File: config.mk
export PLATFORM = sky130hd
export DESIGN_NAME = pclk_ratio_monitor
export DESIGN_NICKNAME = d
export VERILOG_FILES = /design/src/rtl/pclk_mon_pkg.sv /design/src/rtl/edge_sync.sv /design/src/rtl/pclk_ratio_monitor.sv
export SDC_FILE = /design/constraint.sdc
export NUM_CORES = 1
export LEC_CHECK = 0
export ABC_CLOCK_PERIOD_IN_PS = 4770
export BUFFER_PORTS_ARGS = -buffer_cell sky130_fd_sc_hd__buf_2
export CAP_MARGIN = 20
export CORE_MARGIN = 4
export CORE_UTILIZATION = 50
export CTS_BUF_LIST = sky130_fd_sc_hd__clkbuf_8
export CTS_CLUSTER_SIZE = 20
export DETAILED_ROUTE_END_ITERATION = 8
export PLACE_DENSITY = 0.79
export SETUP_SLACK_MARGIN = 0.5
export SLEW_MARGIN = 20
export SYNTH_ARGS = -nofsm -noshare
export SYNTH_HDL_FRONTEND = slang
export SYNTH_SLANG_ARGS = --single-unit
File: constraint.sdc
create_clock -name Ref_Clk -period 4.77 [get_ports Ref_Clk]
set_input_delay 0.477 -clock Ref_Clk [delete_from_list [all_inputs] [get_ports Ref_Clk]]
set_output_delay 0.477 -clock Ref_Clk [all_outputs]
set_load 0.01 [all_outputs]
File: src/rtl/pclk_mon_pkg.sv
// Shared types and DataBusWidth -> PCLK divide decode for the PCLK ratio monitor.
package pclk_mon_pkg;

    typedef enum logic [1:0] {IDLE, ARM, ACQUIRE, LOCKED} mon_state_e;

    localparam logic [7:0] RATIO_8  = 8'd10;
    localparam logic [7:0] RATIO_16 = 8'd20;
    localparam logic [7:0] RATIO_32 = 8'd40;

    function automatic logic [7:0] exp_ratio(input logic [5:0] width);
        case (width)
            6'd8:    return RATIO_8;
            6'd16:   return RATIO_16;
            6'd32:   return RATIO_32;
            default: return RATIO_8;
        endcase
    endfunction

endpackage

File: src/rtl/edge_sync.sv
// Two-flop synchronizer plus rising-edge detect for clocks sampled as data.
module edge_sync (
    input  logic Ref_Clk,
    input  logic rst,
    input  logic din,
    output logic rise
);

    logic [1:0] sync_q;
    logic       edge_q;

    always_ff @(posedge Ref_Clk or posedge rst) begin
        if (rst) begin
            sync_q <= '0;
            edge_q <= 1'b0;
        end else begin
            sync_q <= {sync_q[0], din};
            edge_q <= sync_q[1];
        end
    end

    assign rise = sync_q[1] & ~edge_q;

endmodule

File: src/rtl/pclk_ratio_monitor.sv
// Measures PCLK period in bit-rate cycles and tracks lock against the
// divide ratio implied by DataBusWidth.
module pclk_ratio_monitor
    import pclk_mon_pkg::*;
#(
    parameter int LOCK_CNT = 4,
    parameter int TOL      = 0,
    parameter int TIMEOUT  = 255
) (
    input  logic       Ref_Clk,
    input  logic       rst,
    input  logic       enable,
    input  logic [5:0] DataBusWidth,
    input  logic       mon_clk,
    output logic       locked,
    output logic       ratio_err,
    output logic [7:0] measured_period,
    output logic [7:0] err_count
);

    localparam logic [7:0] TIMEOUT_C = 8'(TIMEOUT);
    localparam logic [3:0] LOCK_C    = 4'(LOCK_CNT);
    localparam logic [8:0] TOL_C     = 9'(TOL);

    mon_state_e state, state_n;
    logic [7:0] cnt, cnt_n;
    logic [3:0] good_cnt, good_n;
    logic [5:0] dbw_q;
    logic       err_n, per_load, rise;
    logic [8:0] exp9, per9;
    logic       in_tol, width_chg, timeout;

    edge_sync u_edge_sync (
        .Ref_Clk (Ref_Clk),
        .rst     (rst),
        .din     (mon_clk),
        .rise    (rise)
    );

    assign exp9      = {1'b0, exp_ratio(DataBusWidth)};
    assign per9      = {1'b0, cnt};
    // Lower bound written as period+TOL >= exp so small ratios cannot underflow.
    assign in_tol    = (per9 + TOL_C >= exp9) && (per9 <= exp9 + TOL_C);
    assign width_chg = (DataBusWidth != dbw_q);
    assign timeout   = (cnt == TIMEOUT_C);

    always_comb begin
        state_n  = state;
        cnt_n    = cnt;
        good_n   = good_cnt;
        err_n    = 1'b0;
        per_load = 1'b0;
        if (!enable) begin
            state_n = IDLE;
            cnt_n   = '0;
            good_n  = '0;
        end else if (state == IDLE) begin
            state_n = ARM;
        end else if (width_chg) begin
            state_n = ARM;
            cnt_n   = '0;
            good_n  = '0;
        end else if (state == ARM) begin
            if (rise) begin
                state_n = ACQUIRE;
                cnt_n   = 8'd1;
            end
        end else if (timeout) begin
            err_n   = 1'b1;
            state_n = ARM;
            cnt_n   = '0;
            good_n  = '0;
        end else if (rise) begin
            cnt_n    = 8'd1;
            per_load = 1'b1;
            if (!in_tol) begin
                err_n   = 1'b1;
                good_n  = '0;
                state_n = ACQUIRE;
            end else if (state == ACQUIRE) begin
                good_n = good_cnt + 4'd1;
                if (good_n == LOCK_C) state_n = LOCKED;
            end
        end else begin
            cnt_n = cnt + 8'd1;
        end
    end

    always_ff @(posedge Ref_Clk or posedge rst) begin
        if (rst) begin
            state           <= IDLE;
            cnt             <= '0;
            good_cnt        <= '0;
            dbw_q           <= '0;
            ratio_err       <= 1'b0;
            measured_period <= '0;
            err_count       <= '0;
        end else begin
            state     <= state_n;
            cnt       <= cnt_n;
            good_cnt  <= good_n;
            dbw_q     <= DataBusWidth;
            ratio_err <= err_n;
            if (per_load) measured_period <= cnt;
            if (err_n && err_count != 8'hFF) err_count <= err_count + 8'd1;
        end
    end

    assign locked = (state == LOCKED);

endmodule

======== Word level (Yosys, flattened, before mapping) ========
Index checks and enable logic that the tools add are counted.
storage, ports and cells
  input port bits ......................... 10
  logic and storage cells ................. 79
  output and inout bits ................... 18
  register bits after elaboration ......... 40
operators by class
  bitwise logic cells ..................... 2
  $lt $le $gt $ge ......................... 2
  muxes and demuxes ....................... 39
  reduce and logical (&&, ||, !) cells .... 6
  eq/ne operators ......................... 18
  add/sub/neg operators ................... 3
operators by type and width
  cell                                                    number
  2-to-1 mux 8 bit                                        7
  2-to-1 mux 4 bit                                        8
  2-to-1 mux 2 bit                                        10
  adder 8 x 1 -> 8 bit (second input constant)            2
  inequality test 7 x 2 -> 1 bit (second input constant)  2
  2-to-1 mux 1 bit                                        13
  one-hot mux 6 bit (2 select lines)                      1
  equality test 8 bit (second input constant)             1
  greater-or-equal comparator 8 bit                       1
  <= comparator 8 bit                                     1
  inequality test 8 bit (second input constant)           1
  AND reduction 4 bit                                     2
  equality test 6 x 5 -> 1 bit (second input constant)    1
  equality test 6 bit (second input constant)             1
  inequality test 6 bit                                   1
  inequality test 5 x 1 -> 1 bit (second input constant)  1
  inequality test 5 x 2 -> 1 bit (second input constant)  1
  inequality test 5 bit (second input constant)           1
  adder 4 x 1 -> 4 bit (second input constant)            1
  equality test 2 bit (second input constant)             2
  equality test 4 x 3 -> 1 bit (second input constant)    1
  inequality test 4 x 1 -> 1 bit (second input constant)  1
  inequality test 4 bit (second input constant)           1
  inequality test 3 bit (second input constant)           1
  7 further kinds                                         8

======== Logic depth before layout (Yosys ltp) ========
Gate-level depths: netlist of the first run.
  depth in word-level cells ............... 12
  gate-level depth with buffers ........... 9
  mapped depth without buffers ............ 7

======== By module ========
From an unflattened synthesis of the first run, not the netlist that was laid out.
unflattened totals
  cell total of the unflattened synthesis .. 196
  area total of the unflattened synthesis .. 2000.7 µm²
by module, submodules not included
  module              sequential area each (µm²)  area an instance (µm²)  cells an instance  times used
  pclk_ratio_monitor  925.9                       1908.1                  191                1
  edge_sync           75.1                        92.6                    5                  1

======== Least setup slack after synthesis of the first run ========
No wires, ideal clock.
  path kind ............................... input to register
  from .................................... input DataBusWidth[0]
  to ...................................... register state[0]
  path buffers ............................ 0
  setup time .............................. 128 ps
  cell stages on the path ................. 6
  data arrival time ....................... 2221 ps
  required time ........................... 4642 ps
  path slack .............................. 2422 ps
  cell sequence ........................... or4_4 > nor4_2 > o22ai_2 > or2_4 > o31ai_2 > mux2_1
between the ends
  cells in the longest elaborated chain, start to end .. 11
  elaborated cells between the ends (all ways) .. 19
  those cells by class .................... order compare: 2; eq/ne: 7; mux: 8; reduce/logical: 2
RTL lines
  what                                                                      RTL line                  RTL
  start, declared                                                           pclk_ratio_monitor.sv:13  input logic [5:0] DataBusWidth,
  equality test 6 bit or equality test 6 x 5 -> 1 bit (tied branches)       pclk_mon_pkg.sv:11        case (width)
  one-hot mux 6 bit (2 select lines)                                        pclk_mon_pkg.sv:11
  greater-or-equal comparator 8 bit or <= comparator 8 bit (tied branches)  pclk_ratio_monitor.sv:43  assign in_tol = (per9 + TOL_C >= exp9) && (per9 <= exp9 + TOL_C);
  logical AND 1 bit                                                         pclk_ratio_monitor.sv:43
  2-to-1 mux 2 bit                                                          pclk_ratio_monitor.sv:76  if (!in_tol) begin
  2-to-1 mux 2 bit                                                          pclk_ratio_monitor.sv:73  end else if (rise) begin
  2-to-1 mux 2 bit                                                          pclk_ratio_monitor.sv:68  end else if (timeout) begin
  2-to-1 mux 2 bit                                                          pclk_ratio_monitor.sv:63  end else if (state == ARM) begin
  2-to-1 mux 2 bit                                                          pclk_ratio_monitor.sv:59  end else if (width_chg) begin
  2-to-1 mux 2 bit                                                          pclk_ratio_monitor.sv:57  end else if (state == IDLE) begin
  2-to-1 mux 2 bit                                                          pclk_ratio_monitor.sv:53  if (!enable) begin
  end signal, assigned                                                      pclk_ratio_monitor.sv:99  state <= state_n;
  end, declared                                                             pclk_ratio_monitor.sv:25  mon_state_e state, state_n;
Parallel ways exist; a longest one is shown, timed or not. The select of a mux whose other input is x is not followed.
A chain may end at the register's enable or synchronous reset.

======== Worst setup path in the final report of the first run ========
  from .................................... register dbw_q[4]
  to ...................................... register cnt[3]
between the ends
  cells in the longest elaborated chain, start to end .. 4
  elaborated cells between the ends (all ways) .. 6
  those cells by class .................... eq/ne: 2; mux: 3; reduce/logical: 1
RTL lines
  what                       RTL line                   RTL
  start, declared            pclk_ratio_monitor.sv:28   logic [5:0] dbw_q;
  start signal, assigned     pclk_ratio_monitor.sv:102  dbw_q <= DataBusWidth;
  inequality test 6 bit (*)  pclk_ratio_monitor.sv:44   assign width_chg = (DataBusWidth != dbw_q);
  2-to-1 mux 8 bit           pclk_ratio_monitor.sv:59
  2-to-1 mux 8 bit           pclk_ratio_monitor.sv:57
  2-to-1 mux 8 bit           pclk_ratio_monitor.sv:53
  end signal, assigned       pclk_ratio_monitor.sv:100  cnt <= cnt_n;
  end, declared              pclk_ratio_monitor.sv:26   logic [7:0] cnt, cnt_n;
Mark *: on every way between the ends. The rest lies on a longest branch, timed or not. The select of a mux whose other input is x is not followed.

==> results of run 1 <==
[cell families after synthesis]
family,Yosys count,synth area share [%]
flops,40,48.1
simple gates,81,23.0
mux,11,5.95
compound gates,39,12.5
buf+inv,12,2.64
fa+ha+maj,4,2.40
xor+xnor,13,5.47
[through the flow]
stage	hold slack [ns]	area (um2)	cells	utilization, %
global placement	0.334	2250	271	56.3
CTS	0.287	2360	279	59.0
global route	0.278	2360	279	59.0
finish	0.284	2360	279	59.0
detailed placement	0.359	2250	271	56.3
floorplan	0.331	2080	200	-
[cell usage in the layout, fill, tap and decap left out, types with 4 or more instances in the layout]
| master | count |
|---|---|
| o21ai_0 | 13 |
| nand2_1 | 17 |
| a21oi_1 | 6 |
| nor3_1 | 5 |
| ha_1 | 4 |
| inv_1 | 6 |
| xor2_1 | 7 |
| buf_2 | 27 |
| nand4_1 | 7 |
| nor2_1 | 11 |
| dfrtp_1 | 40 |
| clkbuf_8 | 5 |
| xnor2_1 | 6 |
| nand2b_1 | 5 |
| mux2_2 | 9 |
| nand3_1 | 6 |
| and2_1 | 4 |
[critical path, cell delays in order (launching register included)]
cell     delay (ns)
dfrtp_1        0.38
xor2_1         0.16
nor2_1         0.18
nand4_1        0.52
nor3_1         0.63
or4b_2         0.62
nand3_1        0.10
[area by class of cell]
cell class / count / area (um2) / share of cell area, %
multi-input combinational: 148 / 1030 / 43.5
sequential: 40 / 1000 / 42.4
timing repair buffer: 28 / 143 / 6.05
clock buffer: 5 / 68.8 / 2.92
tap: 50 / 62.6 / 2.65
clock inverter: 3 / 38.8 / 1.64
inverter: 5 / 18.8 / 0.796
[layer usage]
metal,vias to the layer above,global-route usage (%),routed length (um)
met1,724,23.0,1880
met4,0,6.76,69
met3,7,4.43,156
met2,28,25.8,1800
met5,-,0,0
li1,780,-,-
[state kept, by name, summed over array words and instances, names as in the netlist]
signal and flops:
cnt 8, dbw_q 6, err_count 8, good_cnt 4
measured_period 8, ratio_err 1, state 2, u_edge_sync.edge_q 1
u_edge_sync.sync_q 2
[power breakdown]
group	total, mW	leakage (nW)	switching [mW]	internal [mW]
Clock	0.268	0.0593	0.115	0.153
Combinational	0.0315	0.516	0.0208	0.0107
Sequential	0.346	0.536	0.00310	0.343
Total	0.646	1.11	0.139	0.507
[final timing paths]
path	to	slack [ns]	cells past startpoint
max	cnt[3]	2.12	6
min	dbw_q[2]	0.28	3
max reg2reg	cnt[3]	2.12	6
min reg2reg	u_edge_sync.sync_q[1]	0.38	0
max in group asynchronous	state[0]	4.16	3
min in group Ref_Clk	u_edge_sync.sync_q[0]	0.29	1
==> summary.md, run 1 <==
| Metric | Value |
|---|---|
| Final WL | `slightly below 4000 um` |
| Vias/cell | `5.52` |
| Die height | `around 73 um` |
| Post-CTS setup buffer count | `0` |
| DR WL/cell | `about 14 um` |
| Clk buf depth | `2` |
| Pwr/cell area | `approximately 270 nW/um2` |
| Worst Setup SP | `dbw_q[4]` |
| Hpwl dp | `around 2800 um` |
| Unrepaired setup endpoints after global routing | `no` |
| Netlist Area Pre-Place | `~2100 um2` |
| Setup-failing EPs final | `0` |
| # hold bufs at CTS | `0` |
| Site Rows | `23` |
| Power Total | `around 650 uW` |
| Antenna cells | `0` |
| Initial antenna violation count | `0` |
| Fin crit period | `between 2 and 3 ns` |
| Fmax | `377 MHz` |
| Setup Skew | `0.00400 ns` |
| Initial Utilization | `between 50% and 60%` |
| Worst slack at placement | `approximately 1.9 ns` |
| CP Class | `reg2reg` |
| Synth top area share | `around 48%` |
| Count of flip-flops with a built-in enable after synthesis | `0` |
| Drt drc | `0` |
| # resized after CTS | `0` |
| Synth area leaders | `dfrtp_1 48%, mux2_2 4.9%, o21ai_0 3.1%` |
| Worst slew pin tran | `0.800 ns` |
| Cell variety after synth | `55` |
| Slew Viols, Final | `0` |
| Final WS setup | `around 2.1 ns` |
| Number of fill cells | `~360` |
| DRT Pass-1 Iters | `4` |
| Mapped Nets | `214` |
| Num Clock Sinks | `40` |
| Worst slew margin | `46.7%` |
| CP required | `~5 ns` |
| YS warnings | `0` |
| Crit Path Max Fanout | `16` |
| TritonCTS clock tree | `done` |
| IO Pins | `28` |
| Area of the core | `4000 um2` |
| Die area | `between 5000 and 6000 um2` |
| Clock-pin transition on the worst setup and hold timing paths | `0.08 ns` |
| Kind of end point of the critical path | `flip-flop` |
| Area grow syn2layout | `13.3%` |
| Root Buffer | `clkbuf_8` |
| Clock latency at the later pin of the worst-skew pair | `about 0.29 ns` |
| Syn Area/Cell | `roughly 10 um2` |
| Worst setup SP type | `flip-flop` |
| Horiz. Die Dim | `72.5 um` |
| Initial DRC count | `95` |
| Grt total ovfl | `0` |
| Register bit count reported by yosys | `40` |
| Nets | `between 200 and 250` |
| Crit path DAT | `around 2.9 ns` |
| Max IR drop VDD | `around 0.23 mV` |
| Prevailing post-synth register cell | `dfrtp_1` |
| R2R Path Start | `dbw_q[4]` |
| H-tree depth | `2` |
| Run status | `finished clean` |
| FFs w/ async S/R, synth | `100%` |
| Max_cap viols | `0` |
| Vias in the first global route | `around 1.5k` |
| Final worst-path cycle share | `approximately 56%` |
| Layout cells sized above 1 | `25.3%` |
| Cell with the most instances after synthesis | `dfrtp_1` |
| Post-route antenna net violation count | `0` |
| Vias after detailed routing | `around 1.5k` |
| Final hold violations | `0` |
| Post-synth top cells | `40 x dfrtp_1, 17 x nand2_1, 13 x o21ai_0, 11 x nor2_1, 9 x mux2_2` |
| Mapped Cells | `200` |
| Setup_tns | `0 ns` |
| TritonCTS Buffers | `5` |
| Sequential share of the synthesized area | `roughly 48%` |
| Pin count of the biggest net entering global routing | `41` |
| GRT Resource Usage Total | `16.9%` |
| First-pass GRT wire length | `about 6900 um` |
| Hold Crit Class | `in2async` |
| Leakage | `about 1.1 nW` |
| Number of buffers added on ports | `27` |
| Yosys top cell by area | `dfrtp_1` |
| Gpl congestion | `approximately 0.84` |
Power figures use the tool's default switching activity.
==> inputs of run 2 (changes only) <==
--- a/config.mk
+++ b/config.mk
@@ -5,7 +5,7 @@
 export SDC_FILE = /design/constraint.sdc
 export NUM_CORES = 1
 export LEC_CHECK = 0
-export ABC_CLOCK_PERIOD_IN_PS = 4770
+export ABC_CLOCK_PERIOD_IN_PS = 2300
 export BUFFER_PORTS_ARGS = -buffer_cell sky130_fd_sc_hd__buf_2
 export CAP_MARGIN = 20
 export CORE_MARGIN = 4
@@ -13,7 +13,7 @@
 export CTS_BUF_LIST = sky130_fd_sc_hd__clkbuf_8
 export CTS_CLUSTER_SIZE = 20
 export DETAILED_ROUTE_END_ITERATION = 8
-export PLACE_DENSITY = 0.79
+export PLACE_DENSITY = 0.82
 export SETUP_SLACK_MARGIN = 0.5
 export SLEW_MARGIN = 20
 export SYNTH_ARGS = -nofsm -noshare
==> constraint.sdc (replaced) <==
create_clock -name Ref_Clk -period 2.3 [get_ports Ref_Clk]
set_input_delay 0.23 -clock Ref_Clk [delete_from_list [all_inputs] [get_ports Ref_Clk]]
set_output_delay 0.23 -clock Ref_Clk [all_outputs]
set_load 0.01 [all_outputs]
==> run 2 against run 1 <==
  * Worst setup slack got worse by 1.9 ns
  * Largest power group unchanged
  * Flip-flop and latch count unchanged
  * Via count increased by 18%
  * Total power increased by 99%
  * Die area unchanged
  * Core utilization increased by 13 points
  * Count of clock-buffer cells in the layout increased by 1
  * Clock power increased by 76%
  * Design area increased by 21%
  * Routed wire length increased by 43%
==> summary.md, run 2 (synthesized netlist as in run 1, its figures left out) <==
| Metric | Value |
|---|---|
| Run status | `finished clean (unchanged)` |
| End of the critical path | `state[0] (was cnt[3])` |
| Slew Viols, Final | `0 (unchanged)` |
| Worst slew margin | `40.9% (was 46.7%)` |
| Crit Path Max Fanout | `7 (was 16)` |
| GRT Resource Usage Total | `20.3% (was 16.9%)` |
| Delay-heaviest family, CP | `simple AND/OR/NAND/NOR gates (unchanged)` |
| Initial antenna violation count | `0 (unchanged)` |
| Max IR drop VDD | `0.347 mV (was 0.231 mV)` |
| DP Area | `2360 um2 (was 2250 um2)` |
| DR WL/cell | `18.1 um (was 14.0 um)` |
| R2r worst-path depth | `7 (was 6)` |
| IO Pins | `28 (unchanged)` |
| Final instance area | `2860 um2 (was 2360 um2)` |
| R2R Path Start | `dbw_q[3] (was dbw_q[4])` |
| CP max-delay cell | `dfrtp_1 (was nor3_1)` |
| Top flop regs | `cnt: 8 flops, err_count: 8 flops, measured_period: 8 flops (unchanged)` |
| Gpl congestion | `0.891 (was 0.835)` |
| TritonCTS clock tree | `done (unchanged)` |
| Final WL | `5580 um (was 3910 um)` |
| Post-route antenna net violation count | `0 (unchanged)` |
| GRT Max-Usage Layer | `met2 (unchanged)` |
| Hold Crit Class | `in2async (unchanged)` |
| Area of the core | `4000 um2 (unchanged)` |
| Worst setup SP type | `flip-flop (unchanged)` |
| Grt total ovfl | `0 (unchanged)` |
| Horiz. Die Dim | `72.5 um (unchanged)` |
| Crit path buffers/inverters | `1 (was 0)` |
| Drt drc | `0 (unchanged)` |
| Number of buffers added on ports | `27 (unchanged)` |
| Unrepaired setup endpoints after global routing | `yes (was no)` |
| Antenna cells | `0 (unchanged)` |
| Initial DRC count | `159 (was 95)` |
| Clock latency at the later pin of the worst-skew pair | `0.29 ns (about the same)` |
| Vias after detailed routing | `1820 (was 1539)` |
| GR Util met2 | `33.4% (was 25.8%)` |
| Leakage | `1.33 nW (was 1.11 nW)` |
| Die area | `5260 um2 (unchanged)` |
| Stages on the worst setup path | `7 (was 6)` |
| Layout Utilization | `71.6% (was 59.0%)` |
| R2R setup slack | `0.21 ns (was 2.12 ns)` |
| Pwr/cell area | `450 nW/um2 (was 274 nW/um2)` |
| Vias/cell | `5.89 (was 5.52)` |
| Nets | `272 (was 242)` |
| Cell breakdown of the critical path | `xor2_1, nor2_1, nand4_1, buf_4, or2_4, o31ai_2, mux2_1 (was xor2_1, nor2_1, nand4_1, nor3_1, or4b_2, nand3_1)` |
| Area grow syn2layout | `37.6% (was 13.3%)` |
| DRT Pass-1 Iters | `4 (unchanged)` |
| Max_cap viols | `0 (unchanged)` |
| Met3 usage in global routing | `4.43% (unchanged)` |
| Fmax | `479 MHz (was 377 MHz)` |
| Clk buf depth | `2 (unchanged)` |
| TritonCTS Buffers | `5 (unchanged)` |
| Initial Utilization | `52.0% (unchanged)` |
| Hpwl dp | `3070 um (was 2830 um)` |
| CP Class | `reg2reg (unchanged)` |
| Num Clock Sinks | `40 (unchanged)` |
| Clock-pin transition on the worst setup and hold timing paths | `0.08 ns (about the same)` |
| Max stage delay on crit path | `0.38 ns (was 0.63 ns)` |
| Die height | `72.5 um (unchanged)` |
| Most common cell after layout, fill and taps aside | `dfrtp_1 (unchanged)` |
| Most frequent cells in the layout | `36 x dfrtp_1, 27 x buf_2, 21 x buf_4 (was 40 x dfrtp_1, 27 x buf_2, 17 x nand2_1)` |
| Setup-failing EPs final | `0 (unchanged)` |
| Final worst-path cycle share | `90.8% (was 55.6%)` |
| Final hold violations | `0 (unchanged)` |
| Layout cells sized above 1 | `47.5% (was 25.3%)` |
| Vias in the first global route | `1746 (was 1481)` |
| GRT met1 Usage | `26.4% (was 23.0%)` |
| Kind of end point of the critical path | `flip-flop (unchanged)` |
| Setup_tns | `0 ns (unchanged)` |
| H-tree depth | `2 (unchanged)` |
| Number of fill cells | `258 (was 356)` |
| Site Rows | `23 (unchanged)` |
| CP required | `2.48 ns (was 5.00 ns)` |
| Worst Setup SP | `dbw_q[3] (was dbw_q[4])` |
| First-pass GRT wire length | `8280 um (was 6910 um)` |
| Worst slew pin tran | `0.885 ns (was 0.800 ns)` |
| RR Endpoint | `state[0] (was cnt[3])` |
| Root Buffer | `clkbuf_8 (unchanged)` |
| Fin crit period | `2.09 ns (was 2.65 ns)` |
| Setup Skew | `0.00894 ns (was 0.00400 ns)` |
| Crit path DAT | `2.27 ns (was 2.88 ns)` |
| Pin count of the biggest net entering global routing | `41 (unchanged)` |
==> run 2: worst min path at each step <==
stage,slack [ns],startpoint,endpoint
floorplan,0.26,DataBusWidth[0],dbw_q[0]
global placement,0.33,u_edge_sync.sync_q[0],u_edge_sync.sync_q[1]
detailed placement,0.34,u_edge_sync.sync_q[0],u_edge_sync.sync_q[1]
CTS,0.04,mon_clk,u_edge_sync.sync_q[0]
global route,0.04,mon_clk,u_edge_sync.sync_q[0]
finish,0.05,rst,err_count[1]
==> run 2: routing by layer <==
layer	part of all wire, %	wire length (um)
met1	42	2330
met2	51	2840
met3	4.6	259
met4	2.7	152
met5	0	0
==> run 2: worst reg2reg max path, delay by kind of cell, from the launching register on <==
family,cells,cell delay [ns]
and+or+nand+nor,3,0.67
buffers and inverters,1,0.27
xor gates and xnor gates,1,0.14
AOI/OAI and AO/OA,1,0.18
DFF,1,0.38
muxes,1,0.33
==> run 2: layout make-up <==
| class | instances | area, um2 | share of cell area, % |
|---|---|---|---|
| clock buffers | 6 | 82.6 | 2.88 |
| clock inverters | 2 | 7.51 | 0.262 |
| inverters | 5 | 18.8 | 0.655 |
| multi-input cells | 148 | 1280 | 44.7 |
| flip-flops and latches | 40 | 1010 | 35.1 |
| well taps | 50 | 62.6 | 2.18 |
| repair buffers | 58 | 405 | 14.2 |
==> run 2: repair_timing <==
action                                  4_1_cts  5_1_grt
buffers inserted                             15        5
pin swaps                                    26        7
hold buffers                                  0        0
endpoints found under the setup margin       27       27
gates resized for setup                      36       30
==> run 2: metrics by stage <==
| step | setup slack [ns] | hold WS [ns] | std cells | power (mW) |
|---|---|---|---|---|
| 2_1_floorplan | 0.239 | 0.261 | 200 | 0.775 |
| 3_3_place_gp | 0.0900 | 0.332 | 281 | 0.802 |
| 3_5_place_dp | 0.0677 | 0.336 | 281 | 0.804 |
| 4_1_cts | 0.237 | 0.0399 | 304 | 1.29 |
| 5_1_grt | 0.0910 | 0.0375 | 309 | 1.33 |
| 6_report | 0.212 | 0.0454 | 309 | 1.29 |
==> run 2: report_power, final <==
group | total [mW] | internal [mW] | switching [mW] | leakage [nW]
Sequential | 0.719 | 0.712 | 0.00676 | 0.529
Combinational | 0.0961 | 0.0380 | 0.0581 | 0.744
Clock | 0.473 | 0.236 | 0.237 | 0.0538
Total | 1.29 | 0.986 | 0.302 | 1.33
